## src/rtl/instruction_loader_if.sv

```systemverilog
// Byte-stream and memory-write bundle between an instruction source and the loader.
// The master drives commands and bytes; the slave (the loader) drives writes and status.
interface instruction_loader_if;
  logic        Start;
  logic [63:0] Base_Address;
  logic [7:0]  Word_Count;
  logic [7:0]  Byte_In;
  logic        Byte_Valid;
  logic        Byte_Ready;
  logic [63:0] Wr_Address;
  logic [31:0] Wr_Data;
  logic        Wr_En;
  logic        Busy;
  logic        Done;
  logic        Error;

  modport master (
    output Start, Base_Address, Word_Count, Byte_In, Byte_Valid,
    input  Byte_Ready, Wr_Address, Wr_Data, Wr_En, Busy, Done, Error
  );

  modport slave (
    input  Start, Base_Address, Word_Count, Byte_In, Byte_Valid,
    output Byte_Ready, Wr_Address, Wr_Data, Wr_En, Busy, Done, Error
  );
endinterface

```

## src/rtl/instruction_loader.sv

```systemverilog
// Assembles a little-endian byte stream into 32-bit words and writes them to
// instruction memory starting at a bounds-checked, word-aligned base address.
module instruction_loader #(
  parameter int unsigned MEM_BYTES = 96
) (
  input logic                 clk,
  input logic                 reset,
  instruction_loader_if.slave bus
);
  localparam int unsigned ADDR_W = 64;
  localparam int unsigned DATA_W = 32;
  localparam int unsigned CNT_W  = 8;
  localparam int unsigned CHK_W  = ADDR_W + 2;

  typedef enum logic [1:0] {IDLE, COLLECT, WRITE, FINISH} state_e;

  state_e              state_q, state_d;
  logic [ADDR_W-1:0]   base_q, base_d;
  logic [CNT_W-1:0]    count_q, count_d;
  logic [CNT_W-1:0]    word_cnt_q, word_cnt_d;
  logic [1:0]          byte_cnt_q, byte_cnt_d;
  logic [DATA_W-1:0]   asm_q, asm_d;
  logic                byte_ready_q, byte_ready_d;
  logic [ADDR_W-1:0]   wr_addr_q, wr_addr_d;
  logic [DATA_W-1:0]   wr_data_q, wr_data_d;
  logic                wr_en_q, wr_en_d;
  logic                busy_q, busy_d;
  logic                done_q, done_d;
  logic                error_q, error_d;

  logic [CHK_W-1:0]    end_addr_c;
  logic                illegal_c;
  logic                last_word_c;

  // End address is formed two bits wider than the bus so a huge base cannot wrap past the check.
  assign end_addr_c  = CHK_W'(bus.Base_Address) + (CHK_W'(bus.Word_Count) << 2);
  assign illegal_c   = (bus.Base_Address[1:0] != 2'b00) || (end_addr_c > CHK_W'(MEM_BYTES));
  assign last_word_c = ((CNT_W + 1)'(word_cnt_q) + (CNT_W + 1)'(1)) == (CNT_W + 1)'(count_q);

  always_ff @(posedge clk) begin
    if (!reset) begin
      state_q      <= IDLE;
      base_q       <= '0;
      count_q      <= '0;
      word_cnt_q   <= '0;
      byte_cnt_q   <= '0;
      asm_q        <= '0;
      byte_ready_q <= 1'b0;
      wr_addr_q    <= '0;
      wr_data_q    <= '0;
      wr_en_q      <= 1'b0;
      busy_q       <= 1'b0;
      done_q       <= 1'b0;
      error_q      <= 1'b0;
    end else begin
      state_q      <= state_d;
      base_q       <= base_d;
      count_q      <= count_d;
      word_cnt_q   <= word_cnt_d;
      byte_cnt_q   <= byte_cnt_d;
      asm_q        <= asm_d;
      byte_ready_q <= byte_ready_d;
      wr_addr_q    <= wr_addr_d;
      wr_data_q    <= wr_data_d;
      wr_en_q      <= wr_en_d;
      busy_q       <= busy_d;
      done_q       <= done_d;
      error_q      <= error_d;
    end
  end

  // Next state; write strobe and write payload are set up on the 4th byte so they appear in WRITE.
  always_comb begin
    state_d    = state_q;
    base_d     = base_q;
    count_d    = count_q;
    word_cnt_d = word_cnt_q;
    byte_cnt_d = byte_cnt_q;
    asm_d      = asm_q;
    wr_addr_d  = wr_addr_q;
    wr_data_d  = wr_data_q;
    wr_en_d    = 1'b0;
    error_d    = 1'b0;

    unique case (state_q)
      IDLE: begin
        if (bus.Start) begin
          if (illegal_c) begin
            error_d = 1'b1;
          end else begin
            base_d     = bus.Base_Address;
            count_d    = bus.Word_Count;
            word_cnt_d = '0;
            byte_cnt_d = '0;
            asm_d      = '0;
            state_d    = (bus.Word_Count == '0) ? FINISH : COLLECT;
          end
        end
      end
      COLLECT: begin
        if (bus.Byte_Valid) begin
          asm_d[{byte_cnt_q, 3'b000} +: 8] = bus.Byte_In;
          byte_cnt_d = byte_cnt_q + 2'd1;
          if (byte_cnt_q == 2'd3) begin
            state_d   = WRITE;
            wr_en_d   = 1'b1;
            wr_data_d = asm_d;
            wr_addr_d = base_q + ADDR_W'({word_cnt_q, 2'b00});
          end
        end
      end
      WRITE: begin
        word_cnt_d = word_cnt_q + CNT_W'(1);
        state_d    = last_word_c ? FINISH : COLLECT;
      end
      FINISH: begin
        state_d = IDLE;
      end
      default: begin
        state_d = IDLE;
      end
    endcase

    byte_ready_d = (state_d == COLLECT);
    busy_d       = (state_d != IDLE);
    done_d       = (state_d == FINISH);
  end

  assign bus.Byte_Ready = byte_ready_q;
  assign bus.Wr_Address = wr_addr_q;
  assign bus.Wr_Data    = wr_data_q;
  assign bus.Wr_En      = wr_en_q;
  assign bus.Busy       = busy_q;
  assign bus.Done       = done_q;
  assign bus.Error      = error_q;
endmodule

```

## src/flat_wrapper.sv

```systemverilog
// flat-port wrapper written by rule: the top's interface ports become plain ports
module instruction_loader_flat 
#(
  parameter int unsigned MEM_BYTES = 96
)
  (clk, reset, bus_Start, bus_Base_Address, bus_Word_Count, bus_Byte_In, bus_Byte_Valid, bus_Byte_Ready, bus_Wr_Address, bus_Wr_Data, bus_Wr_En, bus_Busy, bus_Done, bus_Error);
  instruction_loader_if bus_i ();
  input logic clk;
  input logic reset;
  input wire logic [$bits(bus_i.Start)-1:0] bus_Start;
  input wire logic [$bits(bus_i.Base_Address)-1:0] bus_Base_Address;
  input wire logic [$bits(bus_i.Word_Count)-1:0] bus_Word_Count;
  input wire logic [$bits(bus_i.Byte_In)-1:0] bus_Byte_In;
  input wire logic [$bits(bus_i.Byte_Valid)-1:0] bus_Byte_Valid;
  output wire logic [$bits(bus_i.Byte_Ready)-1:0] bus_Byte_Ready;
  output wire logic [$bits(bus_i.Wr_Address)-1:0] bus_Wr_Address;
  output wire logic [$bits(bus_i.Wr_Data)-1:0] bus_Wr_Data;
  output wire logic [$bits(bus_i.Wr_En)-1:0] bus_Wr_En;
  output wire logic [$bits(bus_i.Busy)-1:0] bus_Busy;
  output wire logic [$bits(bus_i.Done)-1:0] bus_Done;
  output wire logic [$bits(bus_i.Error)-1:0] bus_Error;
  assign bus_i.Start = bus_Start;
  assign bus_i.Base_Address = bus_Base_Address;
  assign bus_i.Word_Count = bus_Word_Count;
  assign bus_i.Byte_In = bus_Byte_In;
  assign bus_i.Byte_Valid = bus_Byte_Valid;
  assign bus_Byte_Ready = bus_i.Byte_Ready;
  assign bus_Wr_Address = bus_i.Wr_Address;
  assign bus_Wr_Data = bus_i.Wr_Data;
  assign bus_Wr_En = bus_i.Wr_En;
  assign bus_Busy = bus_i.Busy;
  assign bus_Done = bus_i.Done;
  assign bus_Error = bus_i.Error;
  instruction_loader #(.MEM_BYTES(MEM_BYTES)) u_core (.clk(clk), .reset(reset), .bus(bus_i));
endmodule
```

## config.mk

```make
export PLATFORM = sky130hd
export DESIGN_NAME = instruction_loader_flat
export DESIGN_NICKNAME = d
export VERILOG_FILES = /design/src/rtl/instruction_loader_if.sv /design/src/rtl/instruction_loader.sv /design/src/flat_wrapper.sv
export SDC_FILE = /design/constraint.sdc
export NUM_CORES = 1
export LEC_CHECK = 0
export ABC_AREA = 0
export BUFFER_PORTS_ARGS = -buffer_cell sky130_fd_sc_hd__buf_2
export CELL_PAD_IN_SITES_DETAIL_PLACEMENT = 1
export CELL_PAD_IN_SITES_GLOBAL_PLACEMENT = 2
export CORE_ASPECT_RATIO = 1.75
export CORE_MARGIN = 5
export CORE_UTILIZATION = 28
export CTS_CLUSTER_SIZE = 12
export DETAILED_ROUTE_END_ITERATION = 6
export HOLD_SLACK_MARGIN = 0.03
export PLACE_DENSITY_LB_ADDON = 0.3
export SYNTH_ARGS = -nofsm -noshare
export SYNTH_HDL_FRONTEND = slang
export SYNTH_SLANG_ARGS = --single-unit
```

## constraint.sdc

```tcl
create_clock -name clk -period 3.4 [get_ports clk]
set_input_delay 0.34 -clock clk [delete_from_list [all_inputs] [get_ports clk]]
set_output_delay 0.34 -clock clk [all_outputs]
set_load 0.03 [all_outputs]
```

==> flow_summary_export.csv, run 1 <==
group,metric,value,unit
hold_path,whs_path_depth,4,
synth,synth_area_leaders,"dfxtp_1 (39%), nor2_1 (4.8%), mux2i_1 (4.7%), nand2_1 (4.5%), a21oi_1 (3.9%)",
grt,grt_start_max_net_pins,64,
setup_path,worstPathBufferInverterCount,9,
timing,hold_viol,0,
timing,period_share,99.2,%
cells_and_area,syn2layout_area_growth,34.9,%
setup_path,critPathLaunchType,"input pin",
place,io_buffers,184,
power,seqPwrFrac,45.1,%
setup_path,cpMaxStageDelayCell,"fa_2",
grt,grt_pass1_wl,66800,um
power,power_frac_comb,9.1,%
synth,syn-num-nets,1482,
cells_and_area,nets,1816,
setup_path,arrival,3.79,ns
timing,rsz0062_at_grt,"true",
grt,grt.total_usage,18.7,%
run,cap_violations,0,
status,status,"finished clean",
timing,setup_viol,0,
setup_path,worstPathCellList,"buf_8, ha_4, inv_2, fa_2, nand2b_4, a211oi_2, buf_4, o211ai_1, o21ai_1, o211ai_1, nor4_2, buf_4, nand4_1, buf_4, nor3_4, buf_12, buf_6, a21oi_4, buf_12, clkbuf_16, mux2i_1",
grt,antenna_found_initial,4,
place,hpwl,33300,um
synth,synth_seq_area_share,38.5,%
route,dr.pass1.iters,4,
setup_path,end_kind,"register",
power,ir_drop,0.330,mV
setup_path,crit_family,"buffers and inverters",
floorplanning,rows,97,
grt,gr-total-overflow,0,
cts,insertion_delay,0.54,ns
floorplanning,floorplan.initialDensity,28.2,%
setup_path,path_class,"in -> reg",
hold_path,min_path_type,"in -> reg",
power,power.internal,4.28,mW
cells_and_area,register_area,4340,sq um
synth,ys.flop_type,"dfxtp_1",
synth,ys_ff_latch,217,
power,p_leak,6.22,nW
timing,tightest_slew,0.759,ns
cts,clk_pin_slew,0.06,ns
synth,yosysMostFrequentCell,"dfxtp_1",
route,vias_per_cell,5.16,
synth,synth.distinct_cells,70,
power,clkPwrFrac,45.8,%
power,total_power,5.64,mW
cells_and_area,multi_input_area,6780,sq um
cells_and_area,fillers,4799,
cells_and_area,diodes,0,
synth,ys_async_sr_fraction,0,%
cells_and_area,drive_gt1_share,27.7,%
setup_path,path_max_fanout,8,
setup_path,r2r_cells,14,
synth,yosysTopAreaCell,"dfxtp_1",
route,drc,0,
route,via_count,11400,
synth,syn_area_per_cell,8.21,sq um
setup_path,cp.depth,21,
timing,period_minus_slack,3.37,ns
route,drt-initial-drc-count,382,
setup_path,r2r_slack,0.34,ns
floorplanning,die_h,275,um
route,final_antenna_net_count,0,
route,routedWlPerCell,19.4,um
synth,synth.cells.most_frequent,"dfxtp_1 (217), nor2_1 (145), nand2_1 (136), a21oi_1 (88), o21ai_0 (75)",
timing,fin_skew,0.0206,ns
cts,clockBufferDepth,3,
synth,syn-cell-area,11300,sq um
setup_path,critical_path_required,3.82,ns
synth,yosysTopAreaCellShare,38.5,%
floorplanning,ioPinCount,185,
cts,cts.htree.levels,1,
timing,relSlewSlack,49.2,%
cts,cts_buffers,23,
floorplanning,core_region_area,39900,sq um
floorplanning,die_x,162,um
setup_path,slowest_delay,0.38,ns
cts,cts_sinks,217,
setup_path,crit_top_cell,"buf_4",
route,wirelength,43000,um
synth,synth-edff-count,0,
power,p_switching,1.35,mW
place,place.gp.congestion,0.887,
power,sw_frac_of_total,24.0,%
timing,slew_violations,0,
cts,cts-root-buf,"clkbuf_16",
floorplanning,dieArea,44500,sq um
power,p_per_area,371,nW/um^2
timing,clock.fmax,0.297,GHz
cts,ctsHoldBuffers,0,
grt,grt_pass1_vias,12100,
cts,tritoncts,"done",
synth,postSynthCellCount,1373,
synth,yosys_warnings,0,
timing,whs,0.156,ns
-- cells in the final DEF, fill, tap and decap left out, types with 9 or more instances in the layout --
master / n
xor2_1: 48
nor2_1: 144
and2_1: 58
or4_1: 9
a31oi_1: 15
buf_2: 181
or3_1: 19
a22oi_1: 32
buf_4: 186
nand3_1: 45
buf_12: 9
a21oi_1: 87
clkbuf_16: 25
nor4_1: 13
a211oi_1: 16
inv_1: 32
nand2_1: 135
o21ai_0: 69
o211ai_1: 13
xnor2_1: 37
nor3_1: 21
dfxtp_1: 217
nor2b_1: 38
mux2i_1: 52
and3_1: 24
nand4_1: 32
ha_1: 15
-- metal layers --
layer | track usage [%] | wire, um | up-vias
li1 | - | - | 5529
met1 | 19.1 | 16000 | 5551
met2 | 37.9 | 23700 | 227
met3 | 2.60 | 1470 | 92
met4 | 6.91 | 1780 | 8
met5 | 0 | 55 | -
-- state kept, by name, indices dropped and copies added, names as in the netlist --
name	flops
u_core.asm_q	32
u_core.base_q	64
u_core.bus.Busy	1
u_core.bus.Byte_Ready	1
u_core.bus.Done	1
u_core.bus.Error	1
u_core.bus.Wr_Address	64
u_core.bus.Wr_Data	32
u_core.bus.Wr_En	1
u_core.byte_cnt_q	2
u_core.count_q	8
u_core.state_q	2
u_core.word_cnt_q	8
-- worst paths after layout --
check | start | end
max reg2reg | u_core.base_q[2]$_SDFFE_PN0P_ | u_core.bus.Wr_Address[60]$_SDFFE_PN0P_
min reg2reg | u_core.base_q[0]$_SDFFE_PN0P_ | u_core.bus.Wr_Address[0]$_SDFFE_PN0P_
max | bus_Base_Address[2] | u_core.asm_q[31]$_SDFFE_PN0P_
min | bus_Word_Count[0] | u_core.count_q[0]$_SDFFE_PN0P_
-- area by class of cell --
cell class / count / share of cell area (%)
inverters: 34 / 0.839
well taps: 495 / 4.07
repair buffers: 382 / 17.0
flip-flops and latches: 217 / 28.6
clock buffers: 32 / 4.40
multi-input cells: 1049 / 44.6
clock inverters: 3 / 0.527
-- through the flow --
step	utilization, %	instances	setup TNS [ns]	instance area (sq um)	worst slack [ns]
2_1_floorplan	-	1373	0	11300	0.0307
3_3_place_gp	35.0	2158	-77.06	14000	-0.709
3_5_place_dp	35.0	2158	-74.08	14000	-0.686
4_1_cts	37.3	2199	0	14900	0.00129
5_1_grt	38.1	2212	-3.45	15200	-0.0987
6_report	38.1	2212	0	15200	0.0286
-- power by group through the flow --
stage	Combinational, mW	Sequential (mW)	Clock, mW
after floorplan	0.173	2.60	0
after global placement	0.466	2.60	0
after detailed placement	0.472	2.60	0
after CTS	0.492	2.54	2.68
after global routing	0.555	2.54	2.78
final	0.515	2.54	2.58
-- what timing repair did --
| action | 4_1_cts | 5_1_grt |
|---|---|---|
| cloned | 0 | 2 |
| endpoints found under the setup margin | 104 | 115 |
| buffers inserted | 6 | 12 |
| pin swaps | 9 | 25 |
| resized for setup | 23 | 38 |
-- logic make-up (layout without fill, tap and decap cells) --
| group | count (synthesis) | after routing | share of synthesized area [%] |
|---|---|---|---|
| adder cells (fa/ha/maj) | 25 | 25 | 2.91 |
| buffers and inverters | 107 | 451 | 3.94 |
| AND/OR/NAND/NOR | 587 | 587 | 26.8 |
| AO/OA/AOI/OAI | 297 | 297 | 16.3 |
| XOR/XNOR | 85 | 85 | 6.60 |
| flip-flops | 217 | 217 | 38.5 |
| multiplexers | 55 | 55 | 4.91 |
-- worst reg2reg max path, delay by kind of cell (launching register included) --
kind | cells | cell delay (ns)
AO/OA/AOI/OAI | 7 | 1.42
XOR/XNOR | 1 | 0.15
adder cells (fa/ha/maj) | 2 | 0.59
buffers and inverters | 2 | 0.28
flip-flops | 1 | 0.38
AND/OR/NAND/NOR | 2 | 0.19
No activity file was read; power rests on OpenSTA's default activity.
==> inputs of run 2 (changes only) <==
--- a/config.mk
+++ b/config.mk
@@ -16,6 +16,7 @@
 export DETAILED_ROUTE_END_ITERATION = 6
 export HOLD_SLACK_MARGIN = 0.03
 export PLACE_DENSITY_LB_ADDON = 0.3
+export REMOVE_ABC_BUFFERS = 1
 export SYNTH_ARGS = -nofsm -noshare
 export SYNTH_HDL_FRONTEND = slang
 export SYNTH_SLANG_ARGS = --single-unit
==> flow_summary_export.csv, run 2 (synthesized netlist as in run 1, its figures left out) <==
group,metric,value,unit
power,p_per_area,354,nW/um^2
power,p_leak,6.17,nW
timing,period_share,98.9,%
route,via_count,11300,
cells_and_area,fillers,4816,
cts,cts_buffers,22,
place,place.gp.congestion,0.951,
cells_and_area,register_area,4340,sq um
power,ir_drop,0.231,mV
floorplanning,die_x,162,um
floorplanning,die_h,275,um
floorplanning,floorplan.initialDensity,28.2,%
cts,cts-root-buf,"clkbuf_16",
timing,fin_skew,0.0196,ns
timing,rsz0062_at_grt,"true",
cells_and_area,instances_no_fill,2205,
cts,tritoncts,"done",
status,status,"finished clean",
setup_path,critPathLaunchType,"input pin",
floorplanning,dieArea,44500,sq um
cells_and_area,drive_gt1_share,27.1,%
cells_and_area,syn2layout_area_growth,33.6,%
timing,clock.fmax,0.297,GHz
run,cap_violations,0,
grt,grt.total_usage,18.4,%
place,hpwl,32400,um
timing,tns,0,ns
grt,grt_start_max_net_pins,113,
cts,clk_pin_slew,0.06,ns
floorplanning,core_region_area,39900,sq um
cells_and_area,utilization,37.7,%
setup_path,arrival,3.80,ns
floorplanning,rows,97,
place,dpl_cell_area,14000,sq um
route,wirelength,42200,um
timing,setup_viol,0,
place,io_buffers,184,
cells_and_area,nets,1814,
setup_path,path_class,"in -> reg",
cts,cts_sinks,217,
cts,cts.htree.levels,1,
grt,gr-total-overflow,0,
route,drc,0,
grt,grt_pass1_vias,12000,
route,final_antenna_net_count,0,
timing,slew_violations,0,
route,drt-initial-drc-count,359,
timing,period_minus_slack,3.36,ns
cts,insertion_delay,0.52,ns
cells_and_area,layout_commonest_cell,"dfxtp_1",
place,post-place-cells,2164,
cells_and_area,diodes,0,
grt,antenna_found_initial,1,
hold_path,min_path_type,"in -> reg",
setup_path,critical_path_required,3.84,ns
setup_path,end_kind,"register",
route,routedWlPerCell,19.2,um
timing,hold_viol,0,
floorplanning,ioPinCount,185,
cells_and_area,multi_input_area,6720,sq um
grt,grt_pass1_wl,65700,um
route,dr.pass1.iters,4,
cells_and_area,final_cell_mix,"dfxtp_1 (217), buf_2 (181), buf_4 (181), nor2_1 (142), nand2_1 (135)",
route,vias_per_cell,5.11,
cells_and_area,design_area,15100,sq um
timing,relSlewSlack,57.1,%
setup_path,path_max_fanout,13,
cts,clockBufferDepth,3,
timing,tightest_slew,0.641,ns
[run 2: path summary, 6_finish.rpt]
kind              slack, ns                                   from  depth (start not counted)                                endpoint
hold reg to reg        0.45  u_core.bus.Wr_Address[6]$_SDFFE_PN0P_                          2   u_core.bus.Wr_Address[6]$_SDFFE_PN0P_
setup reg to reg       0.24      u_core.word_cnt_q[1]$_SDFFE_PN0P_                         11  u_core.bus.Wr_Address[63]$_SDFFE_PN0P_
setup / recovery       0.04                    bus_Base_Address[9]                         18           u_core.asm_q[22]$_SDFFE_PN0P_
hold / removal         0.20                      bus_Word_Count[3]                          4          u_core.count_q[3]$_SDFFE_PN0P_
[run 2: critical path, cell delays in order]
cell and delay [ns]:
buf_2 0.14, ha_2 0.40, nand4_1 0.17, nor3_2 0.13, buf_4 0.16, o2111ai_1 0.18
buf_4 0.22, buf_4 0.16, or4_1 0.51, o211ai_1 0.14, nor4_2 0.07, nand4_1 0.17
nor3_4 0.08, buf_12 0.14, buf_12 0.13, a21oi_4 0.23, buf_12 0.20, mux2i_1 0.20
[run 2: layout make-up]
type / instances / area share, %
clock inverter: 2 / 0.233
sequential: 217 / 28.8
clock buffer: 27 / 3.92
inverter: 34 / 0.847
timing repair buffer: 381 / 17.5
tap: 495 / 4.11
multi-input combinational: 1049 / 44.6
[run 2: repair_timing]
action / 4_1_cts / 5_1_grt
buffers inserted: 6 / 3
endpoints found under the setup margin: 111 / 139
hold buffers: 0 / 0
pin swaps: 1 / 23
resized for setup: 16 / 48
gates cloned: 3 / 1
[run 2: where the power goes]
group | internal, mW | switching [mW] | total, mW
clock | 1.28 | 0.990 | 2.27
sequential | 2.54 | 0.000190 | 2.54
combinational | 0.227 | 0.292 | 0.519
total | 4.05 | 1.28 | 5.34
[run 2: layer usage]
metal | routed length, um | track usage (%) | part of all wire (%) | up-vias
li1 | - | - | - | 5522
met1 | 15500 | 18.7 | 37 | 5428
met2 | 23300 | 37.0 | 55 | 229
met3 | 1330 | 1.91 | 3.2 | 82
met4 | 2090 | 8.62 | 5.0 | 2
met5 | 13 | 0 | 0.031 | -
[run 2: metrics by stage]
stage                     total power, mW  hold WS (ns)  setup WS, ns
final                                5.34         0.197        0.0373
after global routing                 5.57         0.193        -0.112
after CTS                            5.40         0.150       -0.0160
after detailed placement             3.07         0.449        -0.665
after global placement               3.07         0.439        -0.669
after floorplan                      2.75         0.427         -1.62
==> inputs of run 3 (changes only) <==
--- a/config.mk
+++ b/config.mk
@@ -6,14 +6,15 @@
 export NUM_CORES = 1
 export LEC_CHECK = 0
 export ABC_AREA = 0
-export BUFFER_PORTS_ARGS = -buffer_cell sky130_fd_sc_hd__buf_2
 export CELL_PAD_IN_SITES_DETAIL_PLACEMENT = 1
 export CELL_PAD_IN_SITES_GLOBAL_PLACEMENT = 2
 export CORE_ASPECT_RATIO = 1.75
 export CORE_MARGIN = 5
 export CORE_UTILIZATION = 28
+export CTS_CLUSTER_DIAMETER = 50
 export CTS_CLUSTER_SIZE = 12
 export DETAILED_ROUTE_END_ITERATION = 6
+export DONT_BUFFER_PORTS = 1
 export HOLD_SLACK_MARGIN = 0.03
 export PLACE_DENSITY_LB_ADDON = 0.3
 export REMOVE_ABC_BUFFERS = 1
==> flow_summary_export.csv, run 3 (synthesized netlist as in run 1, its figures left out) <==
group,metric,value,unit
status,status,"finished clean",
setup_path,critPathLaunchType,"input pin",
cells_and_area,fillers,4675,
floorplanning,die_x,162,um
hold_path,whs_path_depth,3,
cells_and_area,design_area,13700,sq um
grt,antenna_found_initial,0,
power,total_power,5.08,mW
timing,setup_viol,0,
route,drc,0,
cells_and_area,diodes,0,
place,dpl_cell_area,12500,sq um
floorplanning,core_region_area,39900,sq um
cells_and_area,multi_input_area,6670,sq um
power,p_leak,5.03,nW
route,via_count,10300,
timing,hold_viol,0,
timing,clock.fmax,0.305,GHz
cells_and_area,utilization,34.4,%
cts,insertion_delay,0.52,ns
setup_path,arrival,3.73,ns
grt,grt_pass1_wl,62100,um
route,drt-initial-drc-count,397,
place,place_ws,-0.807,ns
grt,globalRouteMet3Util,3.32,%
setup_path,path_max_fanout,9,
route,routedWlPerCell,20.8,um
timing,period_share,96.3,%
setup_path,r2r-end,"u_core.bus.Wr_Address[63]$_SDFFE_PN0P_",
cells_and_area,register_area,4340,sq um
setup_path,end_kind,"register",
cells_and_area,final_cell_mix,"dfxtp_1 (217), nor2_1 (144), nand2_1 (135), buf_4 (110), a21oi_1 (88)",
cells_and_area,syn2layout_area_growth,21.8,%
place,io_buffers,0,
grt,grtUsageMet2,34.9,%
hold_path,hp-start,"reset",
timing,fin_ws,0.124,ns
cts,clk_pin_slew,0.06,ns
setup_path,r2r_cells,11,
cts,tritoncts,"done",
cts,cts_sinks,217,
place,post-place-cells,1903,
cells_and_area,nets,1579,
floorplanning,floorplan.initialDensity,28.2,%
cts,clockBufferDepth,3,
place,hpwl,29800,um
grt,gr-total-overflow,0,
floorplanning,die_h,275,um
run,cap_violations,0,
power,ir_drop,0.312,mV
timing,tightest_slew,0.972,ns
cts,cts-root-buf,"clkbuf_16",
grt,use_met1,17.7,%
timing,period_minus_slack,3.28,ns
grt,grt.total_usage,17.5,%
grt,grt_start_max_net_pins,110,
route,final_antenna_net_count,0,
hold_path,hold_path_end,"u_core.word_cnt_q[0]$_SDFFE_PN0P_",
floorplanning,rows,97,
grt,grt_most_used_layer,"met2",
setup_path,critical_path_required,3.86,ns
floorplanning,ioPinCount,185,
timing,relSlewSlack,35.0,%
route,wirelength,40900,um
timing,whs,0.0761,ns
grt,grt_pass1_vias,10800,
cells_and_area,layout_commonest_cell,"dfxtp_1",
route,dr.pass1.iters,4,
setup_path,path_class,"in -> reg",
cells_and_area,drive_gt1_share,14.7,%
floorplanning,dieArea,44500,sq um
timing,slew_violations,0,
timing,fin_skew,0.0133,ns
hold_path,min_path_type,"in -> reg",
timing,tns,0,ns
route,vias_per_cell,5.23,
setup_path,r2r-start,"u_core.base_q[3]$_SDFFE_PN0P_",
cts,cts.htree.levels,1,
power,p_per_area,370,nW/um^2
cts,cts_buffers,22,
setup_path,r2r_slack,0.23,ns
place,place.gp.congestion,0.956,
cells_and_area,instances_no_fill,1968,
-- run 3: cell type report --
type,count,area share (%)
Clock inverter,2,0.100
Inverter,34,0.938
Multi-Input combinational cell,1049,48.5
Clock buffer,25,4.25
Tap cell,495,4.51
Timing Repair Buffer,146,10.0
Sequential cell,217,31.6
-- run 3: timing repair --
item	in CTS	in global routing
hold endpoints to repair	92	0
hold buffers	19	0
buffers inserted	2	9
gates resized for setup	8	44
setup endpoints to repair	129	109
pin swaps	3	15
gates cloned	0	8
-- run 3: worst max-delay path by stage --
stage	startpoint	slack, ns	endpoint
5_1_grt	bus_Base_Address[2]	-0.02	u_core.count_q[4]$_SDFFE_PN0P_
3_3_place_gp	bus_Word_Count[0]	-0.72	u_core.base_q[44]$_SDFFE_PN0P_
3_5_place_dp	bus_Word_Count[0]	-0.81	u_core.base_q[42]$_SDFFE_PN0P_
6_report	bus_Base_Address[2]	0.12	u_core.base_q[20]$_SDFFE_PN0P_
2_1_floorplan	bus_Word_Count[0]	-1.62	u_core.base_q[0]$_SDFFE_PN0P_
4_1_cts	u_core.word_cnt_q[0]$_SDFFE_PN0P_	0.004	u_core.bus.Wr_Address[58]$_SDFFE_PN0P_
-- run 3: report_power, final --
part,internal [mW],leakage (nW),total (mW),switching (mW)
sequential,2.54,1.75,2.54,0.00195
combinational,0.148,2.99,0.339,0.191
clock,1.20,0.294,2.19,0.993
-- run 3: routing by layer --
| layer | routed length (um) | share of wire, % |
|---|---|---|
| met1 | 14700 | 36 |
| met2 | 22800 | 56 |
| met3 | 1950 | 4.8 |
| met4 | 1470 | 3.6 |
| met5 | 0 | 0 |
-- run 3: worst max-delay path: stages --
cell and delay, ns:
ha_4 0.12, inv_2 0.04, fa_2 0.35, nand2b_4 0.16, a211oi_2 0.24, buf_4 0.19, o21ai_1 0.09, or4_1 0.51
and4_1 0.22, o221a_1 0.21, nand4_1 0.09, buf_4 0.14, nor3_4 0.05, buf_12 0.15, nor2_4 0.41, clkbuf_16 0.25
and2_4 0.13
